<file path="src/rtl/func_test_result_monitor.sv">
// Functional-test result monitor.
// Snoops word writes to a 32-byte mailbox window on the core memory bus,
// captures the error registers, buffers log words in a show-ahead FIFO,
// runs a watchdog and latches a pass/fail/timeout verdict.
module func_test_result_monitor #(
  parameter logic [31:0] P_BASE_ADDR   = 32'h0002_0000,
  parameter int          P_LOG_DEPTH   = 8,
  parameter int          P_LOG_DEPTH_N = 3,
  parameter logic [31:0] P_TIMEOUT     = 32'd750000,
  parameter bit          P_BYTE_SWAP   = 1'b1
) (
  input  logic        iCLOCK,
  input  logic        inRESET,
  input  logic        iCLEAR,
  input  logic        iMEMORY_REQ,
  input  logic        iMEMORY_LOCK,
  input  logic [1:0]  iMEMORY_ORDER,
  input  logic        iMEMORY_RW,
  input  logic [31:0] iMEMORY_ADDR,
  input  logic [31:0] iMEMORY_DATA,
  output logic        oLOG_VALID,
  input  logic        iLOG_BUSY,
  output logic [31:0] oLOG_DATA,
  output logic        oLOG_OVERFLOW,
  output logic        oFINISH,
  output logic        oPASS,
  output logic        oFAIL,
  output logic        oTIMEOUT,
  output logic [31:0] oERR_TYPE,
  output logic [31:0] oERR_NUMBER,
  output logic [31:0] oERR_RESULT,
  output logic [31:0] oERR_EXPECT,
  output logic [31:0] oCYCLE_COUNT
);

  typedef enum logic [1:0] {RUN, DONE, TMO} stateT;

  localparam logic [P_LOG_DEPTH_N:0] PTR_ONE = {{P_LOG_DEPTH_N{1'b0}}, 1'b1};

  stateT stateReg, stateNext;
  logic  flagReg;
  logic  finishReg, finishNext;
  logic  passReg, passNext;
  logic  failReg, failNext;
  logic  timeoutReg, timeoutNext;
  logic  overflowReg;
  logic [31:0] errTypeReg, errNumberReg, errResultReg, errExpectReg;
  logic [31:0] cycleCountReg;

  logic [31:0] logMem [P_LOG_DEPTH];
  logic [P_LOG_DEPTH_N:0] wrPtrReg, rdPtrReg;

  logic [31:0] wrValue;
  logic [4:0]  wrOffset;
  logic        busWrite, running, finishWr, timeoutHit;
  logic        logEmpty, logFull, logPop, logPush, logPushOk;

  // Bus data may arrive byte-reversed; restore natural byte order.
  generate
    if (P_BYTE_SWAP) begin : gSwap
      for (genvar gi = 0; gi < 4; gi++) begin : gByte
        assign wrValue[8*gi +: 8] = iMEMORY_DATA[8*(3-gi) +: 8];
      end
    end else begin : gRaw
      assign wrValue = iMEMORY_DATA;
    end
  endgenerate

  assign busWrite = iMEMORY_REQ && !iMEMORY_LOCK && (iMEMORY_ORDER == 2'h2) &&
                    iMEMORY_RW && (iMEMORY_ADDR[31:5] == P_BASE_ADDR[31:5]);
  assign wrOffset   = iMEMORY_ADDR[4:0];
  assign running    = (stateReg == RUN);
  assign finishWr   = busWrite && running && (wrOffset == 5'h04);
  assign timeoutHit = (P_TIMEOUT != 32'd0) && (cycleCountReg == P_TIMEOUT - 32'd1);

  // Log FIFO status; the extra pointer MSB separates full from empty.
  assign logEmpty  = (wrPtrReg == rdPtrReg);
  assign logFull   = (wrPtrReg == {~rdPtrReg[P_LOG_DEPTH_N], rdPtrReg[P_LOG_DEPTH_N-1:0]});
  assign logPop    = !logEmpty && !iLOG_BUSY;
  assign logPush   = busWrite && (wrOffset == 5'h08);
  assign logPushOk = logPush && (!logFull || logPop);

  // Next state and verdict: a finish write beats a same-cycle timeout.
  always_comb begin
    stateNext   = stateReg;
    finishNext  = finishReg;
    passNext    = passReg;
    failNext    = failReg;
    timeoutNext = timeoutReg;
    if (running) begin
      if (finishWr) begin
        stateNext  = DONE;
        finishNext = 1'b1;
        passNext   = flagReg;
        failNext   = !flagReg;
      end else if (timeoutHit) begin
        stateNext   = TMO;
        finishNext  = 1'b1;
        passNext    = 1'b0;
        failNext    = 1'b1;
        timeoutNext = 1'b1;
      end
    end
  end

  // State, verdict, mailbox registers, watchdog and FIFO pointers.
  always_ff @(posedge iCLOCK or negedge inRESET) begin
    if (!inRESET) begin
      stateReg      <= RUN;
      flagReg       <= 1'b0;
      finishReg     <= 1'b0;
      passReg       <= 1'b0;
      failReg       <= 1'b0;
      timeoutReg    <= 1'b0;
      overflowReg   <= 1'b0;
      errTypeReg    <= '0;
      errNumberReg  <= '0;
      errResultReg  <= '0;
      errExpectReg  <= '0;
      cycleCountReg <= '0;
      wrPtrReg      <= '0;
      rdPtrReg      <= '0;
    end else if (iCLEAR) begin
      stateReg      <= RUN;
      flagReg       <= 1'b0;
      finishReg     <= 1'b0;
      passReg       <= 1'b0;
      failReg       <= 1'b0;
      timeoutReg    <= 1'b0;
      overflowReg   <= 1'b0;
      errTypeReg    <= '0;
      errNumberReg  <= '0;
      errResultReg  <= '0;
      errExpectReg  <= '0;
      cycleCountReg <= '0;
      wrPtrReg      <= '0;
      rdPtrReg      <= '0;
    end else begin
      stateReg   <= stateNext;
      finishReg  <= finishNext;
      passReg    <= passNext;
      failReg    <= failNext;
      timeoutReg <= timeoutNext;
      // The counter stops on the cycle that leaves RUN, so it freezes at the
      // value seen when the verdict was taken.
      if (stateNext == RUN && cycleCountReg != 32'hFFFF_FFFF)
        cycleCountReg <= cycleCountReg + 32'd1;
      if (busWrite && running) begin
        case (wrOffset)
          5'h00:   flagReg      <= wrValue[0];
          5'h0C:   errTypeReg   <= wrValue;
          5'h10:   errNumberReg <= wrValue;
          5'h14:   errResultReg <= wrValue;
          5'h18:   errExpectReg <= wrValue;
          default: ;
        endcase
      end
      if (logPop)
        rdPtrReg <= rdPtrReg + PTR_ONE;
      if (logPushOk)
        wrPtrReg <= wrPtrReg + PTR_ONE;
      if (logPush && logFull && !logPop)
        overflowReg <= 1'b1;
    end
  end

  // Log storage; contents need no reset because the pointers define validity.
  always_ff @(posedge iCLOCK) begin
    if (logPushOk)
      logMem[wrPtrReg[P_LOG_DEPTH_N-1:0]] <= wrValue;
  end

  assign oLOG_VALID    = !logEmpty;
  assign oLOG_DATA     = logEmpty ? 32'd0 : logMem[rdPtrReg[P_LOG_DEPTH_N-1:0]];
  assign oLOG_OVERFLOW = overflowReg;
  assign oFINISH       = finishReg;
  assign oPASS         = passReg;
  assign oFAIL         = failReg;
  assign oTIMEOUT      = timeoutReg;
  assign oERR_TYPE     = errTypeReg;
  assign oERR_NUMBER   = errNumberReg;
  assign oERR_RESULT   = errResultReg;
  assign oERR_EXPECT   = errExpectReg;
  assign oCYCLE_COUNT  = cycleCountReg;

endmodule

</file>
<file path="config.mk">
export PLATFORM = sky130hd
export DESIGN_NAME = func_test_result_monitor
export DESIGN_NICKNAME = d
export VERILOG_FILES = /design/src/rtl/func_test_result_monitor.sv
export SDC_FILE = /design/constraint.sdc
export NUM_CORES = 1
export LEC_CHECK = 0
export CORE_UTILIZATION = 30
export DETAILED_ROUTE_END_ITERATION = 16
export GPL_TIMING_DRIVEN = 0
export PLACE_DENSITY = 0.59
export REMOVE_ABC_BUFFERS = 1
export SYNTH_ARGS = -nofsm -noshare
export SYNTH_HDL_FRONTEND = slang
export SYNTH_SLANG_ARGS = --single-unit
</file>
<file path="constraint.sdc">
create_clock -name iCLOCK -period 8.25 [get_ports iCLOCK]
set_input_delay 1.65 -clock iCLOCK [delete_from_list [all_inputs] [get_ports iCLOCK]]
set_output_delay 1.65 -clock iCLOCK [all_outputs]
set_load 0.02 [all_outputs]
</file>
==> flow_summary.yaml <==
run_status:
  status: "finished, final reports clean"
synthesis:
  ys_warn_count: 0
  yosys-top-cells-count: "nand2_1, edfxtp_1, dfrtp_1"
  yosysSeqAreaShare_pct: 68.49
  ys.flop_type: "edfxtp_1"
  synth_edf_count: 256
  synth_top_cell_by_area: "edfxtp_1"
  ys_top_cells_by_area: "edfxtp_1, dfrtp_1, mux4_2, nand2_1, a21oi_1"
  syn_avg_cell_area_sq_um: 13.66
  async_flop_share_pct: 40.74
  synth.most_common_cell: "nand2_1"
  ys_types: 44
  yosysTopAreaCellShare_pct: 43.54
  netlist_instances: 1292
  synth_area_sq_um: 17650
  synth_seq_cells: 432
detailed_routing:
  num_vias: 11420
  drtPass1Iterations: 6
  routed_via_density: 4.810
  drt-total-wl_mm: 47.49
  wl_per_cell_um: 20.01
  antenna_left: 0
  drc: 0
  drtIter0Drc: 593
clocking:
  post_cts_buffers: 0
  cts-root-buf: "clkbuf_16"
  clkTransAtPathRegs_ps: 60
  numCtsBuffers: 48
  postCtsHoldBufs: 0
  htreeDepth: 2
  cts_tree: "built"
  cts_sinks: 432
  post_cts_resized: 0
  clock_path_buffers: 3
  insertion_delay_ps: 580
flow_run:
  maxCapViolCount: 0
power:
  power.total_w: 0.004538
  p_switching_w: 0.0009378
  clock_power_share_pct: 46.9
  pwr_density_cell_nw_per_um2: 194.8
  ir_drop_uv: 136.1
  p_leak_nw: 8.008
  p_comb_share_pct: 2.5
  internal_power_w: 0.003600
  switching_share_pct: 20.67
  p_seq_share_pct: 50.6
critical_path:
  crit_path_max_fanout: 9
  crit_path_end_kind: "flip-flop"
  worst_path_max_delay_cell: "nor3_2"
  path_cells: "clkdlybuf4s50_1 -> nor4_1 -> nand3_1 -> nor3_1 -> nand4b_1 -> nor3_2 -> buf_6 -> buf_6"
  cp-start-kind: "primary input"
  cp_slowest_stage_delay_ps: 830
  crit_required_ps: 8520
  path_class: "primary input to flip-flop"
  critPathMostFrequentCell: "buf_6"
  worst_ep_arrival_time_ps: 5110
timing:
  fin_crit_ps: 4838
  relSlewSlack_pct: 34.62
  finalHoldViolCount: 0
  tns_ps: 0
  rsz0062_at_grt: "false"
  fmax_mhz: 206.7
  finalCritPeriodShare_pct: 58.64
  drv_slew: 0
  finClkSkew_ps: 13.37
  worst_pin_slew_ps: 980.6
  setup_viol: 0
cells_and_area:
  areaGrowthSynthToFinish_pct: 31.91
  fin_cells: 2373
  nets: 1644
  layout-drive-gt1-share_pct: 12.56
  fillers: 5475
  diodes: 0
global_route:
  grt_pass1_wl_mm: 73.34
  grt_start_max_net_pins: 114
  grt_antenna_before_repair: 1
  grt-ovfl-total: 0
  first_global_vias: 12010
  grtUsageTotal_pct: 16.07
die:
  die_area_sq_um: 59820
  io_pins: 271
  die_w_um: 244.6
  row_count: 88
  core_sq_um: 57920
  initial_core_util_pct: 30.48
  die_h_um: 244.6
place:
  routabilityCongestion: 0.7874
  place_inst: 2283
  dp_hpwl_mm: 32.26
  port-buffer-count: 270
hold_path:
  hp-class: "flip-flop to flip-flop"
per-layer routing:
metal  wire length (um)  up-vias  global-route usage [%]
met5                  0        -                       0
met2              22690      363                   26.24
li1                   -     5241                       -
met4                741        0                   3.934
met1              20800     5752                   21.33
met3               3257       59                   4.050
registers in the layout, summed over array words and instances (netlist names):
signal / cells
oPASS: 1
flagReg: 1
logMem: 256
rdPtrReg: 4
oTIMEOUT: 1
oLOG_OVERFLOW: 1
stateReg: 2
oERR_EXPECT: 32
oERR_TYPE: 32
oFINISH: 1
oCYCLE_COUNT: 32
wrPtrReg: 4
oERR_NUMBER: 32
oFAIL: 1
oERR_RESULT: 32
worst max-delay path: cells and delay by family:
family | cells | cell delay [ps]
buf+inv | 3 | 890
simple gates | 5 | 2570
through the flow:
step	setup WS [ps]	hold slack (ps)	instance area, sq um	util [%]
floorplan	1727	486.0	17280	-
global placement	-2464	482.8	20940	36.15
detailed placement	2752	496.1	21710	37.49
CTS	3328	509.2	23290	40.21
global route	3160	535.8	23290	40.21
finish	3412	499.2	23290	40.21
power by group through the flow:
stage / clock network (W) / logic (W) / registers (W)
3_5_place_dp: 0 / 0.000114 / 0.00234
3_3_place_gp: 0 / 0.000108 / 0.00234
4_1_cts: 0.00219 / 0.000114 / 0.00230
2_1_floorplan: 0 / 0.00000779 / 0.00234
6_report: 0.00213 / 0.000112 / 0.00230
5_1_grt: 0.00226 / 0.000123 / 0.00230
final timing paths:
kind                                  startpoint              end  cells after the start  slack [ps]
worst min register to register     oLOG_OVERFLOW    oLOG_OVERFLOW                      2         500
max in group asynchronous                inRESET  oERR_NUMBER[21]                      2        6170
worst max register to register       rdPtrReg[0]    logMem[0][28]                      7        4770
worst min-delay path               oLOG_OVERFLOW    oLOG_OVERFLOW                      2         500
min in group asynchronous                inRESET   oERR_EXPECT[2]                      1        1040
worst max-delay path            iMEMORY_ADDR[27]    logMem[0][28]                      8        3410
layout by cell type (no fill, tap or decap), types with 5 or more instances in the layout:
| cell | netlist | layout |
|---|---|---|
| nor3_2 | 5 | 5 |
| a21oi_1 | 137 | 137 |
| inv_1 | 6 | 6 |
| mux2i_1 | 35 | 35 |
| buf_8 | 0 | 7 |
| nor3_1 | 10 | 7 |
| xor2_1 | 6 | 6 |
| clkinv_1 | 0 | 5 |
| clkbuf_16 | 0 | 51 |
| nor2_4 | 0 | 6 |
| nor2_1 | 92 | 86 |
| clkdlybuf4s50_1 | 0 | 268 |
| dfrtp_1 | 176 | 173 |
| nand2b_1 | 6 | 6 |
| buf_16 | 0 | 10 |
| and3_1 | 8 | 7 |
| clkinv_2 | 0 | 5 |
| nand2_1 | 271 | 271 |
| mux4_2 | 64 | 64 |
| xnor2_1 | 27 | 27 |
| nand3_1 | 22 | 21 |
| clkbuf_1 | 48 | 17 |
| buf_6 | 7 | 10 |
| buf_12 | 0 | 9 |
| edfxtp_1 | 256 | 256 |
| nor4_1 | 27 | 27 |
| nand4_1 | 16 | 16 |
kinds of logic (layout without fill, tap and decap cells):
family / after synthesis / after routing / synth area share, %
buffers and inverters: 85 / 401 / 2.261
muxes: 103 / 103 / 10.40
DFF: 432 / 432 / 68.49
xor gates and xnor gates: 33 / 33 / 1.637
AOI/OAI and AO/OA: 145 / 145 / 4.217
and+or+nand+nor: 491 / 491 / 12.78
adders and majority gates: 3 / 3 / 0.2126
area by class of cell:
type / count / area [sq um] / share of cell area, %
flip-flops and latches: 432 / 12100 / 51.96
multi-input cells: 775 / 5269 / 22.62
repair buffers: 305 / 3363 / 14.44
clock buffers: 72 / 1395 / 5.990
well taps: 765 / 957.2 / 4.110
clock inverters: 18 / 181.4 / 0.7790
inverters: 6 / 22.52 / 0.09671
No activity file was read; power rests on OpenSTA's default activity.
